==> config.mk <==
export PLATFORM = sky130hd
export DESIGN_NAME = uart_rx
export DESIGN_NICKNAME = d
export VERILOG_FILES = /design/src/rtl/uart_pkg.sv /design/src/rtl/uart_rx_sync.sv /design/src/rtl/uart_rx.sv
export SDC_FILE = /design/constraint.sdc
export NUM_CORES = 1
export LEC_CHECK = 0
export ABC_CLOCK_PERIOD_IN_PS = 4600
export BUFFER_PORTS_ARGS = -buffer_cell sky130_fd_sc_hd__buf_2
export CAP_MARGIN = 20
export CORE_UTILIZATION = 50
export CTS_CLUSTER_DIAMETER = 30
export CTS_CLUSTER_SIZE = 20
export DETAILED_ROUTE_END_ITERATION = 8
export GPL_ROUTABILITY_DRIVEN = 0
export PLACE_DENSITY = 0.75
export SYNTH_ARGS = -nofsm -noshare
export SYNTH_HDL_FRONTEND = slang
export SYNTH_HIERARCHICAL = 1
export SYNTH_SLANG_ARGS = --single-unit
==> constraint.sdc <==
create_clock -name i_clk -period 4.6 [get_ports i_clk]
set_input_delay 0.46 -clock i_clk [delete_from_list [all_inputs] [get_ports i_clk]]
set_output_delay 0.46 -clock i_clk [all_outputs]
set_load 0.01 [all_outputs]
==> src/rtl/uart_pkg.sv <==
`default_nettype none
// ---------------------------------------------------------------------------
// uart_pkg : shared state encoding and default sizing for the UART receiver
// Revision : 1.0
// ---------------------------------------------------------------------------
package uart_pkg;

  typedef enum logic [2:0] {IDLE, START, DATA, PARITY, STOP} rx_state_e;

  localparam int DefaultOverSample = 8;
  localparam int DefaultDataBits   = 8;

endpackage
`default_nettype wire

==> src/rtl/uart_rx_sync.sv <==
`default_nettype none
// ---------------------------------------------------------------------------
// uart_rx_sync : two-flop synchroniser for the serial line plus falling-edge detect
// Revision     : 1.0
// ---------------------------------------------------------------------------
module uart_rx_sync
  import uart_pkg::*;
(
  input  logic i_clk,
  input  logic i_rst_n,
  input  logic i_rx,
  output logic o_rx_s,
  output logic o_rx_fall
);

  logic r_meta;
  logic r_sync;
  logic r_prev;

  // All flops reset high so an idle line never looks like a start edge.
  always_ff @(posedge i_clk or negedge i_rst_n) begin
    if (!i_rst_n) begin
      r_meta <= 1'b1;
      r_sync <= 1'b1;
      r_prev <= 1'b1;
    end else begin
      r_meta <= i_rx;
      r_sync <= r_meta;
      r_prev <= r_sync;
    end
  end

  assign o_rx_s    = r_sync;
  assign o_rx_fall = r_prev & ~r_sync;

endmodule
`default_nettype wire

==> src/rtl/uart_rx.sv <==
`default_nettype none
// ---------------------------------------------------------------------------
// uart_rx : oversampling UART receiver with valid/ready output and error pulses
//           Optional even parity when UART_RX_PARITY_EN is defined.
// Revision: 1.0
// ---------------------------------------------------------------------------
module uart_rx
  import uart_pkg::*;
#(
  parameter int OverSample = DefaultOverSample,
  parameter int DataBits   = DefaultDataBits
) (
  input  logic                i_clk,
  input  logic                i_rst_n,
  input  logic                i_en,
  input  logic                i_tick,
  input  logic                i_rx,
  output logic [DataBits-1:0] o_data,
  output logic                o_valid,
  input  logic                i_ready,
  output logic                o_frame_err,
  output logic                o_overrun,
`ifdef UART_RX_PARITY_EN
  output logic                o_parity_err,
`endif
  output logic                o_busy
);

  localparam int TCNT_W = $clog2(OverSample);
  localparam int BCNT_W = $clog2(DataBits);

  localparam logic [TCNT_W-1:0] c_tick_half = TCNT_W'(OverSample / 2 - 1);
  localparam logic [TCNT_W-1:0] c_tick_last = TCNT_W'(OverSample - 1);
  localparam logic [BCNT_W-1:0] c_bit_last  = BCNT_W'(DataBits - 1);

  logic w_rx_s;
  logic w_rx_fall;

  uart_rx_sync u_sync (
    .i_clk     (i_clk),
    .i_rst_n   (i_rst_n),
    .i_rx      (i_rx),
    .o_rx_s    (w_rx_s),
    .o_rx_fall (w_rx_fall)
  );

  rx_state_e           r_state;
  logic [TCNT_W-1:0]   r_tcnt;
  logic [BCNT_W-1:0]   r_bcnt;
  logic [DataBits-1:0] r_shift;
  logic [DataBits-1:0] r_data;
  logic                r_valid;
  logic                r_frame_err;
  logic                r_overrun;
  logic                w_bit_done;
  logic                w_half_done;
  logic                w_par_ok;

  assign w_bit_done  = i_tick && (r_tcnt == c_tick_last);
  assign w_half_done = i_tick && (r_tcnt == c_tick_half);

`ifdef UART_RX_PARITY_EN
  logic r_par_bad;
  logic r_parity_err;
  assign w_par_ok     = ~r_par_bad;
  assign o_parity_err = r_parity_err;
`else
  assign w_par_ok = 1'b1;
`endif

  always_ff @(posedge i_clk or negedge i_rst_n) begin
    if (!i_rst_n) begin
      r_state     <= IDLE;
      r_tcnt      <= '0;
      r_bcnt      <= '0;
      r_shift     <= '0;
      r_data      <= '0;
      r_valid     <= 1'b0;
      r_frame_err <= 1'b0;
      r_overrun   <= 1'b0;
`ifdef UART_RX_PARITY_EN
      r_par_bad    <= 1'b0;
      r_parity_err <= 1'b0;
`endif
    end else begin
      r_frame_err <= 1'b0;
      r_overrun   <= 1'b0;
`ifdef UART_RX_PARITY_EN
      r_parity_err <= 1'b0;
`endif
      // Consumption first; a word loaded below in the same cycle overrides it.
      if (r_valid && i_ready) r_valid <= 1'b0;

      if (!i_en) begin
        r_state <= IDLE;
        r_tcnt  <= '0;
        r_bcnt  <= '0;
      end else begin
        case (r_state)
          IDLE: begin
            if (w_rx_fall) begin
              r_state <= START;
              r_tcnt  <= '0;
            end
          end
          START: begin
            if (w_half_done) begin
              r_tcnt  <= '0;
              r_bcnt  <= '0;
              r_state <= w_rx_s ? IDLE : DATA;
            end else if (i_tick) begin
              r_tcnt <= r_tcnt + 1'b1;
            end
          end
          DATA: begin
            if (w_bit_done) begin
              r_tcnt  <= '0;
              r_shift <= {w_rx_s, r_shift[DataBits-1:1]};
              if (r_bcnt == c_bit_last) begin
`ifdef UART_RX_PARITY_EN
                r_state <= PARITY;
`else
                r_state <= STOP;
`endif
              end else begin
                r_bcnt <= r_bcnt + 1'b1;
              end
            end else if (i_tick) begin
              r_tcnt <= r_tcnt + 1'b1;
            end
          end
`ifdef UART_RX_PARITY_EN
          PARITY: begin
            if (w_bit_done) begin
              r_tcnt    <= '0;
              r_par_bad <= ^{r_shift, w_rx_s};
              r_state   <= STOP;
            end else if (i_tick) begin
              r_tcnt <= r_tcnt + 1'b1;
            end
          end
`endif
          STOP: begin
            if (w_bit_done) begin
              r_tcnt  <= '0;
              r_state <= IDLE;
`ifdef UART_RX_PARITY_EN
              r_parity_err <= r_par_bad;
`endif
              if (!w_rx_s) begin
                r_frame_err <= 1'b1;
              end else if (w_par_ok) begin
                if (!r_valid || i_ready) begin
                  r_data  <= r_shift;
                  r_valid <= 1'b1;
                end else begin
                  r_overrun <= 1'b1;
                end
              end
            end else if (i_tick) begin
              r_tcnt <= r_tcnt + 1'b1;
            end
          end
          default: begin
            r_state <= IDLE;
            r_tcnt  <= '0;
          end
        endcase
      end
    end
  end

  assign o_data      = r_data;
  assign o_valid     = r_valid;
  assign o_frame_err = r_frame_err;
  assign o_overrun   = r_overrun;
  assign o_busy      = (r_state != IDLE);

endmodule
`default_nettype wire

==> impl_metrics.yaml <==
run_status:
  status: "complete, no violations"
synthesis:
  synth_edf_count: 0
  synth_top_cell_by_area: "dfrtp_1"
  syn-cell-area_um2: 1460
  syn_inst: 112
  yosysSeqAreaShare_pct: 53.4
  synthSimpleGateAreaFrac_pct: 15.9
  synth_cell_types: 40
  synth_top_family_by_area: "simple AND/OR/NAND/NOR gates"
  synth_compound_area_share_pct: 6.60
  async_reset_ff_share_pct: 100
  synth_warnings: 6
  synth_fp_nets: 123
  synthAdderAreaFrac_pct: 4.28
  yosys-top-cells-area: "dfrtp_1, mux2_4, mux2_2, dfstp_2, ha_1"
  synth_xor_area_share_pct: 0
  synth-seq-cells: 31
  syn_avg_cell_area_um2: 13.0
  yosysMostFrequentCell: "dfrtp_1"
  synth_common_cells: "dfrtp_1, mux2_2, mux2_4"
  synth_top_area_share_pct: 48.0
  synth_ff_type: "dfrtp_1"
  synth_mux_area_share_pct: 15.2
floorplan:
  chipHeight_um: 56.0
  rows: 19
  io-pin-count: 18
  start_util_pct: 52.9
  dieArea_um2: 3140
  die_w_um: 56.0
  core-area_um2: 2760
setup_path:
  crit_top_cell: "ha_1"
  cp_max_fo: 8
  path_buf_inv: 0
  cp-start-kind: "flip-flop"
  critPathKind: "flip-flop to flip-flop"
  path_cells: "ha_1, ha_1, and4b_4, nand3_2, nor2b_2, mux2_4"
  crit_arrival_ns: 2.32
  crit_family: "simple AND/OR/NAND/NOR gates"
  slowest_stage: "nor2b_2"
  crit_path_end_kind: "flip-flop"
  critPathMaxStageDelay_ns: 0.47
  crit_required_ns: 4.81
timing:
  finalClockSkew_ns: 0.00422
  fin_crit_sh_pct: 45.9
  tightest_slew_ns: 0.662
  max_freq_mhz: 474
  hold_viol: 0
  fin_crit_ns: 2.11
  slew_viol_final: 0
  worst_slack_ns: 2.49
  rsz0062_at_grt: "no"
  setup_tns_ns: 0
  slew_headroom_pct: 55.9
  setup_viol: 0
routing:
  via_count: 882
  ant_nets: 0
  post_drt_via_cell_ratio: 5.48
  drt-pass1-iter-count: 4
  wl_per_cell_um: 14.5
  drt-total-wl_um: 2340
  initialDrtViolationCount: 12
  route.detailed.drc: 0
global_route:
  grt_pass1_vias: 878
  overflow: 0
  grt_max_degree: 32
  grtUsageTotal_pct: 17.5
  grt_first_pass_wirelength_um: 4150
  antenna_found_initial: 0
power:
  powerDensity_nw_per_um2: 318
  power_uw: 514
  p_leak_uw: 0.000813
  peakVddDrop_mv: 0.304
finish:
  num_antenna_cells: 0
  postLayoutCoreUtil_pct: 58.6
  fill_cells: 226
  instances_no_fill: 161
  areaGrowthSynthToFinish_pct: 10.7
  drive_gt1_share_pct: 39.2
  nets: 140
placement:
  dp_hpwl_um: 1680
  numPlacedInstances: 153
  portBuffers: 17
  dp_slack_ns: 2.52
clock_tree:
  post_cts.repair.setup_buffers: 0
  cts_buffers: 5
  htreeDepth: 2
  cts-hold-fix-buffers: 0
  clock-root-buffer: "clkbuf_4"
  cts_tree: "done"
  cts.sinks: 31
  cts_resized: 0
  cts_max_path_buffers: 2
  cts.clk_slew.worst_paths_ns: 0.09
  insertion_delay_ns: 0.32
run:
  max-cap-violations: 0
min_path:
  min_path_type: "primary input to asynchronous set/reset pin"
worst register-to-register path, cell delays in order, from the launching register on:
cell     delay, ns
dfrtp_1       0.39
ha_1          0.19
ha_1          0.21
and4b_4       0.28
nand3_2       0.11
nor2b_2       0.47
mux2_4        0.35
through the flow:
stage / cell area, um2 / hold slack, ns
floorplan: 1460 / 0.164
global placement: 1530 / 0.346
detailed placement: 1530 / 0.347
CTS: 1620 / 0.169
global route: 1620 / 0.183
finish: 1620 / 0.152
worst paths after layout:
kind                       depth (start not counted)  slack, ns               startpoint                      end
setup / recovery                                   6       2.49    r_tcnt[0]$_DFFE_PN0P_    o_data[5]$_DFFE_PN0P_
hold / removal                                     1       0.15                  i_rst_n    o_frame_err$_DFF_PN0_
setup reg to reg                                   6       2.49    r_tcnt[0]$_DFFE_PN0P_    o_data[5]$_DFFE_PN0P_
hold reg to reg                                    0       0.36  u_sync/r_meta$_DFF_PN1_  u_sync/o_rx_s$_DFF_PN1_
max in group asynchronous                          1       4.02                  i_rst_n   r_state[0]$_DFFE_PN0P_
min in group i_clk                                 1       0.22                     i_rx  u_sync/r_meta$_DFF_PN1_
power by group:
group	total [uW]	internal [uW]	leakage (uW)	switching [uW]
clock	218	128	0.0000482	89.2
sequential	279	276	0.000422	3.80
combinational	17.1	6.45	0.000343	10.6
cell type report:
cell class	instances	area, um2	share of cell area (%)
clock buffers	6	51.3	3.17
multi-input cells	70	612	37.8
flip-flops and latches	31	779	48.2
repair buffers	17	85.1	5.26
clock inverters	2	35.0	2.17
well taps	31	38.8	2.40
inverters	4	15.0	0.929
cell usage in the layout, fill, tap and decap left out, types with 2 or more instances in the layout:
| master | Yosys | final |
|---|---|---|
| dfrtp_1 | 28 | 28 |
| buf_2 | 1 | 17 |
| mux2_2 | 9 | 9 |
| mux2_4 | 8 | 8 |
| nand2_1 | 7 | 7 |
| ha_1 | 5 | 5 |
| clkbuf_4 | 0 | 5 |
| inv_1 | 4 | 4 |
| nor2b_1 | 3 | 3 |
| nor2_1 | 3 | 3 |
| nor3_1 | 3 | 3 |
| o22ai_1 | 3 | 3 |
| dfstp_2 | 3 | 3 |
| and3_1 | 2 | 2 |
| nor2b_4 | 2 | 2 |
| a22o_1 | 2 | 2 |
| nor3b_1 | 2 | 2 |
cell families (layout without fill, tap and decap cells):
kind of cell / after synthesis / after routing
buf+inv: 11 / 29
simple gates: 35 / 35
compound gates: 13 / 13
flops: 31 / 31
mux: 17 / 17
fa+ha+maj: 5 / 5
registers in the layout, indices dropped and copies added, names as in the netlist:
register,count
r_state,3
o_valid,1
o_data,8
u_sync/o_rx_s,1
r_bcnt,3
u_sync/r_meta,1
o_overrun,1
r_tcnt,3
o_frame_err,1
r_shift,8
u_sync/r_prev,1
layer usage:
metal	GRT usage (%)	wire length (um)
met1	23.1	1130
met2	24.8	1080
met3	8.14	94
met4	6.97	35
met5	0	0
(Power assumes the default switching activity.)
